$ cat config.mk
export PLATFORM = sky130hd
export DESIGN_NAME = logic_gate_pipe
export DESIGN_NICKNAME = d
export VERILOG_FILES = /design/src/rtl/logic_gate_pkg.sv /design/src/rtl/logic_op_core.sv /design/src/rtl/logic_gate_pipe.sv
export SDC_FILE = /design/constraint.sdc
export NUM_CORES = 1
export LEC_CHECK = 0
export CORE_MARGIN = 2
export CORE_UTILIZATION = 52
export DETAILED_ROUTE_END_ITERATION = 7
export GPL_TIMING_DRIVEN = 0
export PLACE_DENSITY = 0.83
export SLEW_MARGIN = 10
export SYNTH_ARGS = -nofsm -noshare
export SYNTH_HDL_FRONTEND = slang
export SYNTH_HIERARCHICAL = 1
export SYNTH_SLANG_ARGS = --single-unit
$ cat constraint.sdc
create_clock -name clk -period 2.9 [get_ports clk]
set_input_delay 0.29 -clock clk [delete_from_list [all_inputs] [get_ports clk]]
set_output_delay 0.29 -clock clk [all_outputs]
set_load 0.02 [all_outputs]
$ cat src/rtl/logic_gate_pkg.sv
// logic_gate_pkg
// Shared definitions for the logic_gate_pipe block: the 3-bit operation
// encoding used on in_op and carried through the pipeline.
package logic_gate_pkg;

    // All eight codes are legal; NOT_A and PASS_A ignore operand B.
    typedef enum logic [2:0] {
        OP_AND    = 3'd0,
        OP_OR     = 3'd1,
        OP_XOR    = 3'd2,
        OP_NAND   = 3'd3,
        OP_NOR    = 3'd4,
        OP_XNOR   = 3'd5,
        OP_NOT_A  = 3'd6,
        OP_PASS_A = 3'd7
    } op_t;

    localparam int OP_W = 3;

endpackage

$ cat src/rtl/logic_op_core.sv
// logic_op_core
// Purely combinational gate evaluator. Applies the selected bitwise
// operation to a/b and derives reduction flags from the final result.
// Ports:
//   op     : operation select (op_t)
//   a, b   : WIDTH-bit operands
//   y      : bitwise result
//   zero   : y == 0
//   ones   : y is all ones
//   parity : XOR-reduction of y
module logic_op_core
    import logic_gate_pkg::*;
#(
    parameter int WIDTH = 8
) (
    input  op_t              op,
    input  logic [WIDTH-1:0] a,
    input  logic [WIDTH-1:0] b,
    output logic [WIDTH-1:0] y,
    output logic             zero,
    output logic             ones,
    output logic             parity
);

    always_comb begin
        y = a;
        case (op)
            OP_AND:    y = a & b;
            OP_OR:     y = a | b;
            OP_XOR:    y = a ^ b;
            OP_NAND:   y = ~(a & b);
            OP_NOR:    y = ~(a | b);
            OP_XNOR:   y = ~(a ^ b);
            OP_NOT_A:  y = ~a;
            OP_PASS_A: y = a;
            default:   y = a;
        endcase
    end

    // Flags always follow the final y, so NOT_A/PASS_A get them too.
    // For WIDTH=1 these reduce to zero=~y, ones=y, parity=y.
    assign zero   = ~|y;
    assign ones   = &y;
    assign parity = ^y;

endmodule

$ cat src/rtl/logic_gate_pipe.sv
// logic_gate_pipe
// Two-stage pipelined bitwise gate with reduction flags and a count of
// completed results. S1 registers (op, a, b); S2 registers y and flags.
// Ports:
//   clk, rst                  : clock, asynchronous active-high reset
//   in_valid/in_ready         : upstream handshake
//   in_op, in_a, in_b         : operation select and operands
//   out_valid/out_ready       : downstream handshake
//   out_y                     : bitwise result
//   out_zero/ones/parity      : reduction flags of out_y
//   done_cnt                  : output handshakes since reset (wraps)
//
// Handshake: a transfer happens on a rising edge where valid && ready.
// The producer holds valid and payload until that edge; ready never
// depends on valid of the same interface (in_ready is a function of
// pipeline occupancy and out_ready only).
module logic_gate_pipe
    import logic_gate_pkg::*;
#(
    parameter int WIDTH = 8,
    parameter int CNT_W = 16
) (
    input  logic             clk,
    input  logic             rst,
    input  logic             in_valid,
    output logic             in_ready,
    input  logic [2:0]       in_op,
    input  logic [WIDTH-1:0] in_a,
    input  logic [WIDTH-1:0] in_b,
    output logic             out_valid,
    input  logic             out_ready,
    output logic [WIDTH-1:0] out_y,
    output logic             out_zero,
    output logic             out_ones,
    output logic             out_parity,
    output logic [CNT_W-1:0] done_cnt
);

    // Stage 1: registered request
    logic             s1_valid;
    op_t              s1_op;
    logic [WIDTH-1:0] s1_a;
    logic [WIDTH-1:0] s1_b;

    // Stage 2: registered result
    logic             s2_valid;
    logic [WIDTH-1:0] s2_y;
    logic             s2_zero;
    logic             s2_ones;
    logic             s2_parity;

    logic [CNT_W-1:0] cnt_q;

    // Combinational result of the S1 contents
    logic [WIDTH-1:0] core_y;
    logic             core_zero;
    logic             core_ones;
    logic             core_parity;

    logic s2_adv;
    logic in_fire;
    logic out_fire;

    // S2 can take new data when empty or being drained this edge; S1 can
    // take new data when empty or when its contents move into S2.
    assign s2_adv   = !s2_valid || out_ready;
    assign in_ready = !s1_valid || s2_adv;
    assign in_fire  = in_valid && in_ready;
    assign out_fire = s2_valid && out_ready;

    logic_op_core #(
        .WIDTH (WIDTH)
    ) u_core (
        .op     (s1_op),
        .a      (s1_a),
        .b      (s1_b),
        .y      (core_y),
        .zero   (core_zero),
        .ones   (core_ones),
        .parity (core_parity)
    );

    always_ff @(posedge clk or posedge rst) begin
        if (rst) begin
            s1_valid <= 1'b0;
            s1_op    <= OP_AND;
            s1_a     <= '0;
            s1_b     <= '0;
        end else if (in_ready) begin
            // Either S1 was empty or its contents shift into S2 this edge.
            s1_valid <= in_valid;
            if (in_fire) begin
                s1_op <= op_t'(in_op);
                s1_a  <= in_a;
                s1_b  <= in_b;
            end
        end
    end

    always_ff @(posedge clk or posedge rst) begin
        if (rst) begin
            s2_valid  <= 1'b0;
            s2_y      <= '0;
            s2_zero   <= 1'b0;
            s2_ones   <= 1'b0;
            s2_parity <= 1'b0;
        end else if (s2_adv) begin
            s2_valid <= s1_valid;
            // On a bubble the old payload is left in place; out_valid=0
            // marks it as meaningless.
            if (s1_valid) begin
                s2_y      <= core_y;
                s2_zero   <= core_zero;
                s2_ones   <= core_ones;
                s2_parity <= core_parity;
            end
        end
    end

    // Free-running wrap at 2^CNT_W with no saturation.
    always_ff @(posedge clk or posedge rst) begin
        if (rst) begin
            cnt_q <= '0;
        end else if (out_fire) begin
            cnt_q <= cnt_q + 1'b1;
        end
    end

    assign out_valid  = s2_valid;
    assign out_y      = s2_y;
    assign out_zero   = s2_zero;
    assign out_ones   = s2_ones;
    assign out_parity = s2_parity;
    assign done_cnt   = cnt_q;

endmodule

==> results of run 1 <==
-- flip-flops by register name, summed over array words and instances (netlist names) --
register and cells:
s1_op 3, s1_a 8, out_valid 1, out_ones 1, out_parity 1, done_cnt 16, s1_b 8, s1_valid 1
out_zero 1, out_y 8
-- cells by family after synthesis --
family | after synthesis
AOI/OAI and AO/OA | 45
xor gates and xnor gates | 23
adders and majority gates | 25
buffers and inverters | 36
DFF | 48
muxes | 34
and+or+nand+nor | 82
-- layout make-up --
type	count	area [um^2]
clock buffers	5	68.8
fillers	441	1810
plain buffers	12	92.6
repair buffers	52	531
inverters	24	90.1
clock inverters	3	46.3
flip-flops and latches	48	1200
multi-input cells	209	1680
well taps	72	90.1
-- path summary, 6_finish.rpt --
kind / end / cells past startpoint / start
min in group clk: done_cnt[14] / 1 / done_cnt[14]
min: done_cnt[6] / 2 / rst
max in group asynchronous: s1_op[0] / 3 / rst
min reg2reg: done_cnt[14] / 1 / done_cnt[14]
max reg2reg: out_parity / 10 / s1_a[2]
max: out_parity / 10 / s1_a[2]
-- power by group through the flow --
stage | Clock [W] | Sequential [W] | Combinational, W
floorplan | 0 | 0.00109 | 0.000705
global placement | 0 | 0.000969 | 0.00121
detailed placement | 0 | 0.000977 | 0.00125
CTS | 0.000517 | 0.000966 | 0.00126
global route | 0.000548 | 0.000991 | 0.00138
finish | 0.000501 | 0.000965 | 0.00125
-- stage by stage --
step                utilization (%)  setup WS (ns)  power, W
detailed placement             65.7          0.503   0.00222
CTS                            67.8          0.468   0.00274
finish                         67.8          0.474   0.00272
global route                   67.8          0.345   0.00292
global placement               65.4          0.526   0.00218
floorplan                         -          0.704   0.00179
-- metal layers --
| metal | global-route usage (%) | vias to the layer above |
|---|---|---|
| li1 | - | 1122 |
| met1 | 28.0 | 1068 |
| met2 | 33.2 | 67 |
| met3 | 3.78 | 6 |
| met4 | 7.29 | 0 |
| met5 | 0 | - |
-- cells in the final DEF (no fill, tap or decap), types with 7 or more instances in the layout --
cell | netlist | routed
xnor2_1 | 13 | 13
dfrtp_1 | 48 | 48
a21oi_1 | 11 | 11
ha_1 | 25 | 25
nand2_1 | 14 | 14
clkdlybuf4s50_1 | 0 | 51
mux2_2 | 31 | 31
nand3_1 | 7 | 7
nor2_1 | 19 | 19
nand2b_1 | 14 | 14
inv_1 | 23 | 22
xor2_1 | 10 | 10
==> impl_metrics.json, run 1 <==
{
  "hold_violations": 0,
  "worst_slew_pin_slew_ns": 0.430,
  "wl_met1_mm": 2.81,
  "dp_hpwl_mm": 4.54,
  "finalCriticalPeriod_ns": 2.43,
  "grt_pass1_vias": 2228,
  "dr_wl_met3_um": 266,
  "powerDensity_mw_per_mm2": 715,
  "drv_cap": 0,
  "max_freq_mhz": 412,
  "drc": 0,
  "switching_share_pct": 37.0,
  "path_cells": "inv_1 > ha_1 > or2_1 > a21oi_1 > o32ai_2 > a22o_1 > ha_1 > xnor2_1 > xnor2_1 > mux2_2",
  "grt_pass1_wl_mm": 10.3,
  "dr_wl_met2_mm": 2.92,
  "finalInstanceArea_mm2": 0.00380,
  "postCtsSetupRepairBufs": 0,
  "clk_pin_slew_ns": 0.10,
  "ioPinCount": 52,
  "dieArea_mm2": 0.00652,
  "top_layer": "met4",
  "rsz0062_at_grt": "no",
  "synth_top_family_by_area": "simple AND/OR/NAND/NOR gates",
  "cp-end-kind": "flip-flop",
  "clkSinkCount": 48,
  "dp.cells": 417,
  "grt_usage_pct": 20.6,
  "seq_power_share_pct": 35.5,
  "reg2reg_setup_slack_ns": 0.47,
  "max_stage_delay_ns": 0.43,
  "path_delay_family": "compound AO/OA/AOI/OAI gates",
  "ys_seq_elements": 48,
  "drt_wl_total_mm": 6.09,
  "yosysWarnings": 6,
  "intPower_w": 0.00171,
  "placed_area_mm2": 0.00368,
  "syn-num-nets": 341,
  "wl_per_cell_um": 14.3,
  "diodes": 0,
  "drive_above_1_share_pct": 17.8,
  "combPwrFrac_pct": 46.1,
  "fp.dieW_um": 80.8,
  "clk_latency_ns": 0.31,
  "cts_resized": 0,
  "ctsHoldBuffers": 0,
  "fin_crit_sh_pct": 83.6,
  "crit_slowest_cell": "dfrtp_1",
  "syn_to_final_growth_pct": 24.0,
  "ys_top_cells_by_area": "dfrtp_1, mux2_2, ha_1, xnor2_1, nand2b_1",
  "drt_iter0_markers": 89,
  "synth_compound_area_share_pct": 10.8,
  "netlist_instances": 293,
  "yosysMostFrequentCell": "dfrtp_1",
  "cp-start-kind": "flip-flop",
  "viasPerCell": 5.32,
  "setup_viol": 0,
  "p_leak_nw": 1.73,
  "yosys.area_share.simple_pct": 14.9,
  "async_flop_share_pct": 100,
  "fin_skew_ns": 0.0142,
  "grt_start_max_net_pins": 35,
  "core.rowCount": 27,
  "cts-root-buf": "clkbuf_8",
  "critical_path_class": "reg -> reg",
  "critPathRequiredTime_ns": 3.11,
  "cp_max_fo": 5,
  "tritoncts": "yes",
  "synth.area.mux_share_pct": 12.4,
  "nets": 400,
  "synth-xor-area-share_pct": 6.57,
  "avgSynthCellArea_um2": 10.5,
  "synth_edf_count": 0,
  "antenna_found_initial": 0,
  "die_y_um": 80.8,
  "drv_slew": 0,
  "final_cells": 425,
  "crit_arrival_ns": 2.63,
  "cts_buffer_depth": 2,
  "max_slew_margin_pct": 71.1,
  "peakVddDrop_mv": 0.513,
  "yosys.area_share.adder_pct": 10.2,
  "synth_top_cell_area_share_pct": 39.2,
  "synth_area_mm2": 0.00306,
  "numCtsBuffers": 5,
  "first_pass_iters": 4,
  "synthTopCellsByCount": "dfrtp_1, mux2_2, ha_1",
  "cts.htree.levels": 2,
  "path_buf_inv": 1,
  "power_switching_w": 0.00101,
  "status": "complete, no violations",
  "yosys.area.top_type": "dfrtp_1",
  "yosys_most_used_dff": "dfrtp_1",
  "ys_seq_area_share_pct": 39.2,
  "ys_types": 44,
  "worstHoldPathType": "in -> async",
  "fp.coreArea_mm2": 0.00561,
  "grt_overflow": 0,
  "clock_power_share_pct": 18.4,
  "worst_hold_slack_ns": 0.260,
  "port_buffers": 51,
  "start_util_pct": 54.6,
  "fin_tns_setup_ns": 0,
  "vias": 2263,
  "place.gp.congestion": 0.861,
  "ant_nets": 0
}
Note: power is estimated with default switching activity, not from simulation.
==> run 2, diff against run 1 <==
- CORE_UTILIZATION: 52 -> 48
- PLACE_DENSITY: 0.83 -> 0.81
- clock period: 2.9 -> 2.2 ns (I/O delays scaled with it)
==> run 2 against run 1 <==
Compared with the run above:
- the run now ends with negative setup slack left
- via count increased by 1.5%
- clock power increased by 49%
- sequential share of layout area decreased by 0.94 points
- sequential power increased by 31%
- combinational power increased by 43%
- die area increased by 7.9%
- worst hold slack improved by 0.014 ns
- utilization decreased by 5.4 points
- cell count increased by 2.1%
- clock skew decreased by 0.0067 ns
- final area increased by 3.1%
- critical path type unchanged
- highest routed layer unchanged
==> impl_metrics.json, run 2 (synthesis results as in run 1) <==
{
  "status": "finished, violations left",
  "violations": "negative setup slack",
  "mostFrequentLayoutCells": "clkdlybuf4s50_1, dfrtp_1, mux2_2, ha_1, inv_1",
  "path_buf_inv": 1,
  "die_y_um": 83.9,
  "vias": 2296,
  "p_leak_nw": 1.78,
  "syn_to_final_growth_pct": 27.8,
  "fin_skew_ns": 0.00741,
  "final_common_cell": "clkdlybuf4s50_1",
  "grt_pass1_vias": 2236,
  "worst_hold_slack_ns": 0.274,
  "cp-end-kind": "flip-flop",
  "worstSetupPathDepth": 10,
  "clkSinkCount": 48,
  "max_freq_mhz": 427,
  "critical_path_class": "reg -> reg",
  "grt_usage_pct": 18.2,
  "max_stage_delay_ns": 0.36,
  "diodes": 0,
  "viasPerCell": 5.29,
  "drt_wl_total_mm": 6.24,
  "place.gp.congestion": 0.882,
  "fp.dieW_um": 83.9,
  "layout_setup_ws_ns": -0.140,
  "finalInstanceArea_mm2": 0.00392,
  "grt_pass1_wl_mm": 10.5,
  "tritoncts": "yes",
  "finalCriticalPeriod_ns": 2.34,
  "port_buffers": 51,
  "r2r_start": "s1_a[1]",
  "nets": 405,
  "dp_hpwl_mm": 4.53,
  "crit_arrival_ns": 2.54,
  "ioPinCount": 52,
  "rsz0062_at_grt": "yes",
  "ant_nets": 0,
  "hold_violations": 0,
  "drv_slew": 0,
  "grt_overflow": 0,
  "core.rowCount": 29,
  "reg2reg_to": "out_parity",
  "max_slew_margin_pct": 68.4,
  "dieArea_mm2": 0.00704,
  "path_delay_family": "adder cells",
  "worstHoldPathType": "in -> async",
  "peakVddDrop_mv": 0.500,
  "drive_above_1_share_pct": 22.1,
  "critPathRequiredTime_ns": 2.40,
  "antenna_found_initial": 0,
  "crit_top_cell": "ha_1",
  "cts_buffer_depth": 2,
  "path_cells": "inv_1 > ha_1 > or2_1 > a21oi_2 > nor2_1 > a22o_1 > ha_1 > xor2_1 > xnor2_1 > mux2_2",
  "numCtsBuffers": 5,
  "drt_iter0_markers": 115,
  "powerDensity_mw_per_mm2": 969,
  "clk_pin_slew_ns": 0.09,
  "setup_viol": 1,
  "crit_slowest_cell": "dfrtp_1",
  "cp_max_fo": 2,
  "fin_crit_sh_pct": 106,
  "cp-start-kind": "flip-flop",
  "fp.coreArea_mm2": 0.00628,
  "drc": 0,
  "start_util_pct": 48.8,
  "wl_per_cell_um": 14.4,
  "reg2reg_setup_slack_ns": -0.14,
  "grt_start_max_net_pins": 28,
  "cts-root-buf": "clkbuf_8",
  "placed_area_mm2": 0.00369,
  "clk_latency_ns": 0.30,
  "cts.htree.levels": 2,
  "worst_slew_pin_slew_ns": 0.473,
  "largest_register_ffs": 16,
  "drv_cap": 0,
  "r2r_cells": 10,
  "first_pass_iters": 5
}
[run 2: changes by cell type in the layout (fill, tap and decap cells not counted), moves of 2 or more]
cell      delta
o21ai_0      -2
o21ai_1      +2
o221ai_2     +2
a21oi_1      -4
buf_4        +5
a21oi_2      +4
o221ai_1     -2
[run 2: worst reg2reg max path, stage by stage (launching register included)]
cell,delay [ns]
dfrtp_1,0.36
inv_1,0.05
ha_1,0.20
or2_1,0.22
a21oi_2,0.17
nor2_1,0.09
a22o_1,0.25
ha_1,0.29
xor2_1,0.22
xnor2_1,0.12
mux2_2,0.26
[run 2: repair_timing]
action,4_1_cts,5_1_grt
setup endpoints to repair,2,2
hold buffers,0,0
cloned,0,0
gates resized for setup,3,12
setup buffers,4,1
pin swaps,2,8
[run 2: worst max-delay path by stage]
stage	from	end
2_1_floorplan	s1_a[1]	out_parity
3_3_place_gp	s1_a[2]	out_parity
3_5_place_dp	s1_a[2]	out_parity
4_1_cts	s1_a[1]	out_parity
5_1_grt	s1_b[1]	out_parity
6_report	s1_a[1]	out_parity
[run 2: final cells by class]
type	count	area, um^2
buffer	12	93.8
clock buffer	5	68.8
multi-input combinational	209	1740
fill	514	2360
timing repair buffer	57	568
inverter	24	90.1
tap	77	96.3
clock inverter	2	60.1
sequential	48	1200
[run 2: stage by stage]
stage                     power (W)  TNS (ns)  cells  util (%)  setup WS [ns]
after global placement      0.00287     -4.50    421      58.5         -0.154
after CTS                   0.00372   -0.0677    433      61.6        -0.0677
after global routing        0.00403    -0.229    434      62.4         -0.229
after floorplan             0.00236         0    293         -        0.00434
after detailed placement    0.00293    -0.176    422      58.8         -0.176
final                       0.00380    -0.140    434      62.4         -0.140
[run 2: layer usage]
layer | GRT usage [%] | share of wire (%) | vias up
li1 | - | - | 1125
met1 | 24.0 | 46 | 1124
met2 | 30.7 | 50 | 41
met3 | 3.17 | 2.8 | 6
met4 | 5.57 | 1.2 | 0
met5 | 0 | 0 | -
[run 2: report_power, final]
part	switching [W]	internal (W)
Clock	0.000297	0.000447
Sequential	0.000180	0.00108
Combinational	0.000892	0.000900
